## config.mk

```make
export PLATFORM = sky130hd
export DESIGN_NAME = z80_dma_ctrl
export DESIGN_NICKNAME = d
export VERILOG_FILES = /design/src/rtl/z80_dma_pkg.sv /design/src/rtl/z80_dma_timeout.sv /design/src/rtl/z80_dma_ctrl.sv
export SDC_FILE = /design/constraint.sdc
export NUM_CORES = 1
export LEC_CHECK = 0
export ABC_AREA = 1
export CAP_MARGIN = 20
export CORE_MARGIN = 2
export CORE_UTILIZATION = 35
export CTS_CLUSTER_DIAMETER = 150
export DETAILED_ROUTE_END_ITERATION = 12
export MAX_ROUTING_LAYER = met4
export SLEW_MARGIN = 40
export SYNTH_ARGS = -nofsm -noshare
export SYNTH_HDL_FRONTEND = slang
export SYNTH_HIERARCHICAL = 1
export SYNTH_SLANG_ARGS = --single-unit
```

## constraint.sdc

```tcl
create_clock -name clk -period 2.2 [get_ports clk]
set_clock_uncertainty 0.05 [all_clocks]
set_input_delay 0.55 -clock clk [delete_from_list [all_inputs] [get_ports clk]]
set_output_delay 0.55 -clock clk [all_outputs]
set_load 0.01 [all_outputs]
```

## src/rtl/z80_dma_pkg.sv

```systemverilog
`default_nettype none
// ============================================================================
// Module      : z80_dma_pkg
// Description : Shared types and constants for the Z80 memory-fill/copy DMA
//               controller: transfer state encoding, mode encoding,
//               address/length/data widths and an address increment helper.
// Revision    : 1.0  initial release
// ============================================================================
package z80_dma_pkg;

    localparam int ADDR_W = 16;
    localparam int LEN_W  = 16;
    localparam int DATA_W = 8;

    localparam logic MODE_FILL = 1'b0;
    localparam logic MODE_COPY = 1'b1;

    typedef enum logic [2:0] {
        ST_IDLE = 3'd0,
        ST_REQ  = 3'd1,
        ST_RD   = 3'd2,
        ST_WR   = 3'd3,
        ST_REL  = 3'd4
    } dma_state_t;

    // Natural 16-bit rollover gives the FFFF -> 0000 wrap.
    function automatic logic [ADDR_W-1:0] addr_inc(input logic [ADDR_W-1:0] a);
        return a + ADDR_W'(1);
    endfunction

endpackage : z80_dma_pkg
`default_nettype wire

```

## src/rtl/z80_dma_timeout.sv

```systemverilog
`default_nettype none
// ============================================================================
// Module      : z80_dma_timeout
// Description : Loadable down-counter used to bound the wait for bus
//               acknowledge. Present only when Z80_DMA_TIMEOUT_EN is defined.
// Ports       : clk       - clock
//               reset_n   - asynchronous active-low reset
//               load_i    - reload counter with TIMEOUT_CYC-1
//               en_i      - count while waiting for acknowledge
//               expired_o - high while enabled and the count has run out
// Revision    : 1.0  initial release
// ============================================================================
module z80_dma_timeout #(
    parameter int TIMEOUT_CYC = 256
) (
    input  logic clk,
    input  logic reset_n,
    input  logic load_i,
    input  logic en_i,
    output logic expired_o
);

    localparam int CNT_W = $clog2(TIMEOUT_CYC + 1);

    logic [CNT_W-1:0] cnt_q;

    // Loaded with TIMEOUT_CYC-1 so that expiry is seen on the edge exactly
    // TIMEOUT_CYC cycles after the controller enters its request state.
    always_ff @(posedge clk or negedge reset_n) begin
        if (!reset_n) begin
            cnt_q <= '0;
        end else if (load_i) begin
            cnt_q <= CNT_W'(TIMEOUT_CYC - 1);
        end else if (en_i && (cnt_q != '0)) begin
            cnt_q <= cnt_q - CNT_W'(1);
        end
    end

    assign expired_o = en_i && (cnt_q == '0);

endmodule : z80_dma_timeout
`default_nettype wire

```

## src/rtl/z80_dma_ctrl.sv

```systemverilog
`default_nettype none
// ============================================================================
// Module      : z80_dma_ctrl
// Description : Memory fill/copy DMA controller for a tv80s system. Requests
//               the CPU bus with BUSRQ, then performs fill (1 cycle/byte) or
//               copy (read + write, 2 cycles/byte) and releases the bus.
// Config      : Z80_DMA_TIMEOUT_EN - when defined, abort with an err pulse if
//               BUSAK is not seen within TIMEOUT_CYC cycles of requesting.
// Ports       : clk, reset_n            - clock, async active-low reset
//               start, mode             - transfer request, 0 fill / 1 copy
//               src_addr, dst_addr, len - operands, latched on accepted start
//               fill_val                - fill byte
//               busy, done, err         - status (done/err one-cycle pulses)
//               cpu_busrq_n/cpu_busak_n - CPU bus request / acknowledge
//               bus_own                 - controller owns the memory bus
//               mem_a, mem_do, mem_di   - memory address / write / read data
//               mem_mreq_n/rd_n/wr_n    - memory strobes, active low
// Revision    : 1.0  initial release
// ============================================================================
module z80_dma_ctrl
    import z80_dma_pkg::*;
#(
    parameter int TIMEOUT_CYC = 256
) (
    input  logic              clk,
    input  logic              reset_n,
    input  logic              start,
    input  logic              mode,
    input  logic [ADDR_W-1:0] src_addr,
    input  logic [ADDR_W-1:0] dst_addr,
    input  logic [LEN_W-1:0]  len,
    input  logic [DATA_W-1:0] fill_val,
    output logic              busy,
    output logic              done,
    output logic              err,
    output logic              cpu_busrq_n,
    input  logic              cpu_busak_n,
    output logic              bus_own,
    output logic [ADDR_W-1:0] mem_a,
    output logic [DATA_W-1:0] mem_do,
    input  logic [DATA_W-1:0] mem_di,
    output logic              mem_mreq_n,
    output logic              mem_rd_n,
    output logic              mem_wr_n
);

    dma_state_t        state_q;
    logic [ADDR_W-1:0] src_q, dst_q, mem_a_q;
    logic [LEN_W-1:0]  cnt_q;
    logic [DATA_W-1:0] fill_q, mem_do_q;
    logic              mode_q, busy_q, done_q, err_q, busrq_n_q, bus_own_q;
    logic              mreq_n_q, rd_n_q, wr_n_q;

    // Post-byte pointer/count values, used when a write completes.
    logic [ADDR_W-1:0] src_d, dst_d;
    logic [LEN_W-1:0]  cnt_d;

    assign src_d = addr_inc(src_q);
    assign dst_d = addr_inc(dst_q);
    assign cnt_d = cnt_q - LEN_W'(1);

    logic tmo_expired;

`ifdef Z80_DMA_TIMEOUT_EN
    logic tmo_load;
    logic tmo_en;

    assign tmo_load = (state_q == ST_IDLE) && start && (len != '0);
    assign tmo_en   = (state_q == ST_REQ);

    z80_dma_timeout #(
        .TIMEOUT_CYC (TIMEOUT_CYC)
    ) u_timeout (
        .clk       (clk),
        .reset_n   (reset_n),
        .load_i    (tmo_load),
        .en_i      (tmo_en),
        .expired_o (tmo_expired)
    );
`else
    // REQ waits forever; TIMEOUT_CYC is only referenced so the parameter
    // stays part of the interface in both builds.
    assign tmo_expired = 1'b0 & (TIMEOUT_CYC != 0);
`endif

    always_ff @(posedge clk or negedge reset_n) begin
        if (!reset_n) begin
            state_q   <= ST_IDLE;
            src_q     <= '0;
            dst_q     <= '0;
            cnt_q     <= '0;
            mode_q    <= MODE_FILL;
            fill_q    <= '0;
            busy_q    <= 1'b0;
            done_q    <= 1'b0;
            err_q     <= 1'b0;
            busrq_n_q <= 1'b1;
            bus_own_q <= 1'b0;
            mem_a_q   <= '0;
            mem_do_q  <= '0;
            mreq_n_q  <= 1'b1;
            rd_n_q    <= 1'b1;
            wr_n_q    <= 1'b1;
        end else begin
            done_q <= 1'b0;
            err_q  <= 1'b0;
            case (state_q)
                ST_IDLE: begin
                    if (start) begin
                        if (len != '0) begin
                            src_q     <= src_addr;
                            dst_q     <= dst_addr;
                            cnt_q     <= len;
                            mode_q    <= mode;
                            fill_q    <= fill_val;
                            busy_q    <= 1'b1;
                            busrq_n_q <= 1'b0;
                            state_q   <= ST_REQ;
                        end else begin
                            done_q <= 1'b1;
                        end
                    end
                end
                ST_REQ: begin
                    if (!cpu_busak_n) begin
                        bus_own_q <= 1'b1;
                        mreq_n_q  <= 1'b0;
                        if (mode_q == MODE_COPY) begin
                            mem_a_q <= src_q;
                            rd_n_q  <= 1'b0;
                            state_q <= ST_RD;
                        end else begin
                            mem_a_q  <= dst_q;
                            mem_do_q <= fill_q;
                            wr_n_q   <= 1'b0;
                            state_q  <= ST_WR;
                        end
                    end else if (tmo_expired) begin
                        busrq_n_q <= 1'b1;
                        busy_q    <= 1'b0;
                        err_q     <= 1'b1;
                        state_q   <= ST_IDLE;
                    end
                end
                ST_RD: begin
                    // The negedge-registered memory has mem_di valid by the
                    // end of the read cycle, so it is captured straight into
                    // the write data register.
                    rd_n_q   <= 1'b1;
                    wr_n_q   <= 1'b0;
                    mem_a_q  <= dst_q;
                    mem_do_q <= mem_di;
                    state_q  <= ST_WR;
                end
                ST_WR: begin
                    src_q  <= src_d;
                    dst_q  <= dst_d;
                    cnt_q  <= cnt_d;
                    wr_n_q <= 1'b1;
                    if (cnt_d != '0) begin
                        if (mode_q == MODE_COPY) begin
                            mem_a_q <= src_d;
                            rd_n_q  <= 1'b0;
                            state_q <= ST_RD;
                        end else begin
                            mem_a_q  <= dst_d;
                            mem_do_q <= fill_q;
                            wr_n_q   <= 1'b0;
                            state_q  <= ST_WR;
                        end
                    end else begin
                        bus_own_q <= 1'b0;
                        mreq_n_q  <= 1'b1;
                        busrq_n_q <= 1'b1;
                        state_q   <= ST_REL;
                    end
                end
                ST_REL: begin
                    if (cpu_busak_n) begin
                        done_q  <= 1'b1;
                        busy_q  <= 1'b0;
                        state_q <= ST_IDLE;
                    end
                end
                default: begin
                    state_q <= ST_IDLE;
                end
            endcase
        end
    end

    assign busy        = busy_q;
    assign done        = done_q;
    assign err         = err_q;
    assign cpu_busrq_n = busrq_n_q;
    assign bus_own     = bus_own_q;
    assign mem_a       = mem_a_q;
    assign mem_do      = mem_do_q;
    assign mem_mreq_n  = mreq_n_q;
    assign mem_rd_n    = rd_n_q;
    assign mem_wr_n    = wr_n_q;

endmodule : z80_dma_ctrl
`default_nettype wire

```

==> results of run 1 <==
[repair_timing]
| item | CTS | global route |
|---|---|---|
| cloned | 0 | 2 |
| setup endpoints to repair | 8 | 83 |
| gates resized for setup | 1 | 18 |
| hold buffers | 0 | 0 |
| setup buffers | 0 | 2 |
| pin swaps | 0 | 8 |
[per-layer routing]
layer  vias up  share of wire  GRT usage
met3        22          0.047     0.0478
li1       2809              -          -
met2       159           0.48      0.358
met5         -              0          -
met4         0          0.013     0.0512
met1      2665           0.46      0.291
[Yosys cell counts, types with 3 or more instances]
library cell	count	area share
nand2_1	259	0.18
dfrtp_1	87	0.40
nor2_1	74	0.051
inv_1	65	0.045
nand3_1	44	0.040
o21ai_0	26	0.024
clkbuf_1	19	0.013
nand4_1	18	0.021
o211ai_1	17	0.023
o22ai_1	15	0.017
a21oi_1	13	0.012
xor2_1	13	0.021
o221ai_1	12	0.019
o21ai_1	10	0.0092
nor3_1	9	0.0083
a22oi_1	8	0.011
nor2_2	6	0.0069
buf_2	5	0.0046
nor4_1	5	0.0057
a31oi_1	4	0.0046
dfstp_2	4	0.019
ha_1	4	0.0092
a211oi_1	3	0.0041
inv_2	3	0.0021
nand3b_1	3	0.0041
[power by group]
part / internal [mW] / switching, mW
Clock: 0.977 / 0.684
Combinational: 2.09 / 2.84
Sequential: 2.40 / 0.602
[area by class of cell]
type	instances	area [µm²]
fillers	1539	7680
multi-input cells	569	2880
flip-flops and latches	91	2280
repair buffers	160	1550
clock buffers	13	270
inverters	69	262
well taps	188	235
clock inverters	3	43.8
[through the flow]
| step | util | setup WS, ns | instance area, µm² | setup TNS, ns | hold slack, ns |
|---|---|---|---|---|---|
| CTS | 0.487 | 0.00414 | 7400 | 0 | 0.218 |
| floorplan | - | 0.133 | 5460 | 0 | 0.204 |
| global route | 0.495 | -0.0719 | 7520 | -1.02 | 0.236 |
| detailed placement | 0.466 | -0.293 | 7080 | -13.89 | 0.408 |
| global placement | 0.466 | -0.239 | 7080 | -11.92 | 0.411 |
| finish | 0.495 | 0.0335 | 7520 | 0 | 0.144 |
[worst paths after layout]
path | start | endpoint | slack (ns) | cells after the start
setup / recovery | cnt_q[1] | mem_a[4] | 0.03 | 12
hold / removal | reset_n | src_q[15] | 0.14 | 2
setup reg to reg | cnt_q[1] | mem_a[4] | 0.03 | 12
hold reg to reg | mem_mreq_n | mem_mreq_n | 0.42 | 2
max in group asynchronous | reset_n | src_q[4] | 1.47 | 2
min in group clk | mem_mreq_n | mem_mreq_n | 0.42 | 2
[cells in the final DEF (no fill, tap or decap), types with 15 or more instances in the layout]
cell type          n
dfrtp_1           86
nand3_1           43
o22ai_1           15
clkdlybuf4s50_1   98
nand4_1           18
o21ai_0           25
nor2_1            67
nand2_1          259
inv_1             65
o211ai_1          17
buf_4             54
[kinds of logic after synthesis]
family / after synthesis / synth area share
AOI/OAI and AO/OA: 120 / 0.143
xor gates and xnor gates: 13 / 0.0209
buffers and inverters: 97 / 0.0713
other: 1 / 0.000687
DFF: 91 / 0.418
and+or+nand+nor: 430 / 0.337
adders and majority gates: 4 / 0.00917
[flip-flops by register name (all words and copies together) (netlist names), 3 cells and up]
| register | count |
|---|---|
| src_q | 16 |
| fill_q | 8 |
| state_q | 3 |
| cnt_q | 16 |
| mem_do | 8 |
| mem_a | 16 |
| dst_q | 16 |
==> results.md, run 1 <==
- Outcome: finished, final reports clean
- Root Buffer: clkbuf_16
- Max-slew headroom: 0.603
- Critical path cell sequence: buf_4 > nor2_4 > nand2_4 > xor2_2 > nand3b_1 > nor2_1 > nand3_1 > nor2_2 > nand3_4 > nand2_8 > clkbuf_16 > o21ai_1
- Synth Area per Inst: 7.22 µm²
- CTS buffer count: 9
- Layout cells sized above 1: 0.129
- Final #Nets: 973
- GRT Util Overall: 0.223
- CTS tree: done
- Worst path slowest cell: dfrtp_1
- Worst endpoint required time: 2.38 ns
- Core area: 15200 µm²
- Routed Antenna Nets: 0
- GPL Wtd Cong: 0.949
- Num ports: 101
- Initial antenna violation count: 0
- Final wirelength: 17500 µm
- Largest net degree at the start of global routing: 92
- Die Y: 129 µm
- Clk_lat worst skew: 0.36 ns
- YS warnings: 6
- Clk buf depth: 2
- Vias in the first global route: 5418
- Inserted Diodes: 0
- Worst hold path class: in2async
- Final Hold Viols: 0
- Area delta synth->final: 37.9%
- Clock transition at the registers of the reported paths: 0.07 ns
- Arrival time at the worst endpoint: 2.35 ns
- Placed Instances: 1073
- Final worst path period share: 0.985
- Total power: 9.60 mW
- Starting density of the core: 0.359
- Worst-Margin Slew: 0.589 ns
- Vias/cell: 5.17
- First-pass DRT Iterations: 5
- Fmax: 462 MHz
- Cell Area, Synth: 5460 µm²
- Max incr delay on CP: 0.38 ns
- #FFs+latches synth: 91
- Ys flop type: dfrtp_1
- H-Tree Depth: 3
- Hpwl dp: 12700 µm
- Pins Over Slew Limit: 0
- Cell variety after synth: 47
- VDD IR max: 0.000450 V
- Number of synthesized flops with an enable pin: 0
- Async SR Flop Fraction: 1.00
- PD cells: 1280 nW/µm²
- Number of buffers and inverters on the critical path: 2
- Sequential fraction of the synthesis area: 0.418
- Routed via count: 5655
- Leak: 3.45 nW
- Remaining global-route overflow: 0
- RSZ-0062 raised after global routing: yes
- DIE WIDTH: 129 µm
- Number of non-filler instances in the completed layout: 1093
- Kind of critical path: reg2reg
- Maxcap violations: 0
- Delay-heaviest family, CP: simple AND/OR/NAND/NOR gates
- Initial drt markers: 395
- Fin crit period: 2.17 ns
- Final setup viols: 0
- Worst-path maximum fanout: 11
- Die area: 16600 µm²
- Post-synthesis cell count: 756
- Sink Count: 91
- Crit start category: flip-flop
- Port Buffers: 99
- Row count: 45
- Wire per inst: 16.0 µm
- Wire length of the first global-routing pass: 28000 µm
- Crit. End Element: flip-flop
- Syn nets: 829
- DRC Markers: 0
Power figures use the tool's default switching activity.
==> run 2: changes to the inputs <==
--- a/config.mk
+++ b/config.mk
@@ -8,5 +8,5 @@
 export ABC_AREA = 1
 export CAP_MARGIN = 20
-export CORE_MARGIN = 2
+export CORE_MARGIN = 1.5
 export CORE_UTILIZATION = 35
 export CTS_CLUSTER_DIAMETER = 150
--- a/constraint.sdc
+++ b/constraint.sdc
@@ -3,3 +3,3 @@
 set_input_delay 0.55 -clock clk [delete_from_list [all_inputs] [get_ports clk]]
 set_output_delay 0.55 -clock clk [all_outputs]
-set_load 0.01 [all_outputs]
+set_load 0.02 [all_outputs]
==> run 2 against run 1 <==
Against the previous run:
- via count rose by 1.0%
- clock power increased by 3%
- register-to-register slack improved by 0.04 ns
- design area is 1.5% higher
- cell count up 0.37%
- routed wire length is 0.69% higher
- total power grew 3.5%
- fmax increased by 1.8%
- sequential power increased by 1%
- largest cell class unchanged
- largest power group unchanged
==> results.md, run 2 (synthesized netlist as in run 1, its figures left out) <==
- Final setup viols: 0 (unchanged)
- Multi-input logic area: 2940 µm² (was 2880 µm²)
- Clk_lat worst skew: 0.35 ns (was 0.36 ns)
- Final #Nets: 977 (was 973)
- Delay-heaviest family, CP: buffers and inverters (was simple AND/OR/NAND/NOR gates)
- DIE WIDTH: 128 µm (was 129 µm)
- Area delta synth->final: 40.0% (was 37.9%)
- Crit. End Element: output port (was flip-flop)
- GRT Util Overall: 0.228 (was 0.223)
- Pins Over Slew Limit: 0 (unchanged)
- Worst endpoint required time: 1.60 ns (was 2.38 ns)
- Worst path slowest cell: clkdlybuf4s50_1 (was dfrtp_1)
- Core area: 15200 µm² (unchanged)
- Largest net degree at the start of global routing: 92 (unchanged)
- Max incr delay on CP: 0.63 ns (was 0.38 ns)
- Total power: 9.94 mW (was 9.60 mW)
- H-Tree Depth: 3 (unchanged)
- Hpwl dp: 12500 µm (was 12700 µm)
- Fmax: 470 MHz (was 462 MHz)
- Vias in the first global route: 5480 (was 5418)
- Final wirelength: 17600 µm (was 17500 µm)
- First-pass DRT Iterations: 5 (unchanged)
- Outcome: finished, final reports clean (unchanged)
- Worst hold path class: in2async (unchanged)
- Row count: 45 (unchanged)
- Seq. cell area: 2280 µm² (about the same)
- Initial antenna violation count: 0 (unchanged)
- Final Hold Viols: 0 (unchanged)
- Leak: 3.49 nW (was 3.45 nW)
- Worst slack, placed: -0.624 ns (was -0.293 ns)
- Fillcell total: 1560 (was 1539)
- CTS tree: done (unchanged)
- Leading cell type in the layout, fill and taps excluded: nand2_1 (unchanged)
- Clk buf depth: 2 (unchanged)
- GPL Wtd Cong: 0.887 (was 0.949)
- Wire length of the first global-routing pass: 28300 µm (was 28000 µm)
- Routed via count: 5713 (was 5655)
- Vias/cell: 5.21 (was 5.17)
- RSZ-0062 raised after global routing: yes (unchanged)
- Final instance area: 7640 µm² (was 7520 µm²)
- Remaining global-route overflow: 0 (unchanged)
- Port Buffers: 99 (unchanged)
- Layout cells sized above 1: 0.150 (was 0.129)
- Root Buffer: clkbuf_16 (unchanged)
- Final worst path period share: 0.967 (was 0.985)
- Final Hold Slack: 0.199 ns (was 0.144 ns)
- Kind of critical path: reg2out (was reg2reg)
- Number of buffers and inverters on the critical path: 1 (was 2)
- Initial drt markers: 398 (was 395)
- Wire per inst: 16.0 µm (about the same)
- Most frequent cells in the layout: nand2_1, clkdlybuf4s50_1, dfrtp_1, nor2_1, inv_1 (unchanged)
- Cts hold-fix bufs: 0 (unchanged)
- Arrival time at the worst endpoint: 1.53 ns (was 2.35 ns)
- Max-slew headroom: 0.615 (was 0.603)
- Inserted Diodes: 0 (unchanged)
- Routed Antenna Nets: 0 (unchanged)
- Placed Area: 7060 µm² (was 7080 µm²)
- CTS buffer count: 9 (unchanged)
- Num ports: 101 (unchanged)
- Final WS setup: 0.0720 ns (was 0.0335 ns)
- Critical path cell sequence: clkdlybuf4s50_1 (was buf_4 > nor2_4 > nand2_4 > xor2_2 > nand3b_1 > nor2_1 > nand3_1 > nor2_2 > nand3_4 > nand2_8 > clkbuf_16 > o21ai_1)
- DRC Markers: 0 (unchanged)
- Maxcap violations: 0 (unchanged)
- PD cells: 1300 nW/µm² (was 1280 nW/µm²)
- Worst-path maximum fanout: 2 (was 11)
- VDD IR max: 0.000446 V (was 0.000450 V)
- Die area: 16400 µm² (was 16600 µm²)
- Clock transition at the registers of the reported paths: 0.07 ns (about the same)
- Sink Count: 91 (unchanged)
- Starting density of the core: 0.359 (unchanged)
- Die Y: 128 µm (was 129 µm)
- Fin util: 0.502 (was 0.495)
- Fin crit period: 2.13 ns (was 2.17 ns)
- Crit start category: flip-flop (unchanged)
- Worst-Margin Slew: 0.571 ns (was 0.589 ns)
run 2: cell type report:
cell class	instances	area share
flip-flops and latches	91	0.299
well taps	188	0.0308
clock buffers	9	0.0295
repair buffers	165	0.209
multi-input cells	568	0.385
inverters	69	0.0344
clock inverters	7	0.0120
run 2: final timing paths:
path | from | slack (ns) | depth (start not counted) | end
worst min-delay path | reset_n | 0.20 | 2 | src_q[10]
worst max-delay path | mem_wr_n | 0.07 | 1 | mem_wr_n
min in group clk | mem_mreq_n | 0.42 | 2 | mem_mreq_n
max in group asynchronous | reset_n | 1.52 | 2 | mem_rd_n
worst min register to register | mem_mreq_n | 0.42 | 2 | mem_mreq_n
worst max register to register | cnt_q[1] | 0.07 | 12 | mem_a[1]
run 2: through the flow:
| stage | cells | setup TNS, ns |
|---|---|---|
| global placement | 1072 | -38.04 |
| global route | 1097 | -1.56 |
| CTS | 1088 | 0 |
| floorplan | 756 | 0 |
| finish | 1097 | 0 |
| detailed placement | 1072 | -33.63 |
run 2: report_power, final:
| group | total (mW) | internal, mW | switching (mW) |
|---|---|---|---|
| combinational | 5.19 | 2.13 | 3.05 |
| clock | 1.71 | 0.995 | 0.719 |
| sequential | 3.04 | 2.40 | 0.638 |
| total | 9.94 | 5.53 | 4.41 |
run 2: what timing repair did:
item,CTS,global route
endpoints found under the hold margin,0,0
gates cloned,0,1
setup buffers,0,8
endpoints found under the setup margin,70,41
resized for setup,10,35
pin swaps,1,11
run 2: layer usage:
layer | up-vias | share of wire | wire length, µm | GRT usage
met5 | - | 0 | 0 | -
li1 | 2799 | - | - | -
met4 | 0 | 0.017 | 300 | 0.0575
met2 | 176 | 0.47 | 8310 | 0.363
met1 | 2712 | 0.47 | 8180 | 0.302
met3 | 26 | 0.045 | 795 | 0.0380
==> run 3: changes to the inputs <==
- CTS_BUF_LIST: default -> sky130_fd_sc_hd__clkbuf_16
- GPL_ROUTABILITY_DRIVEN: default -> 0
==> results of run 3 <==
The final DEF is identical to that of run 2; final timing and power are the same.
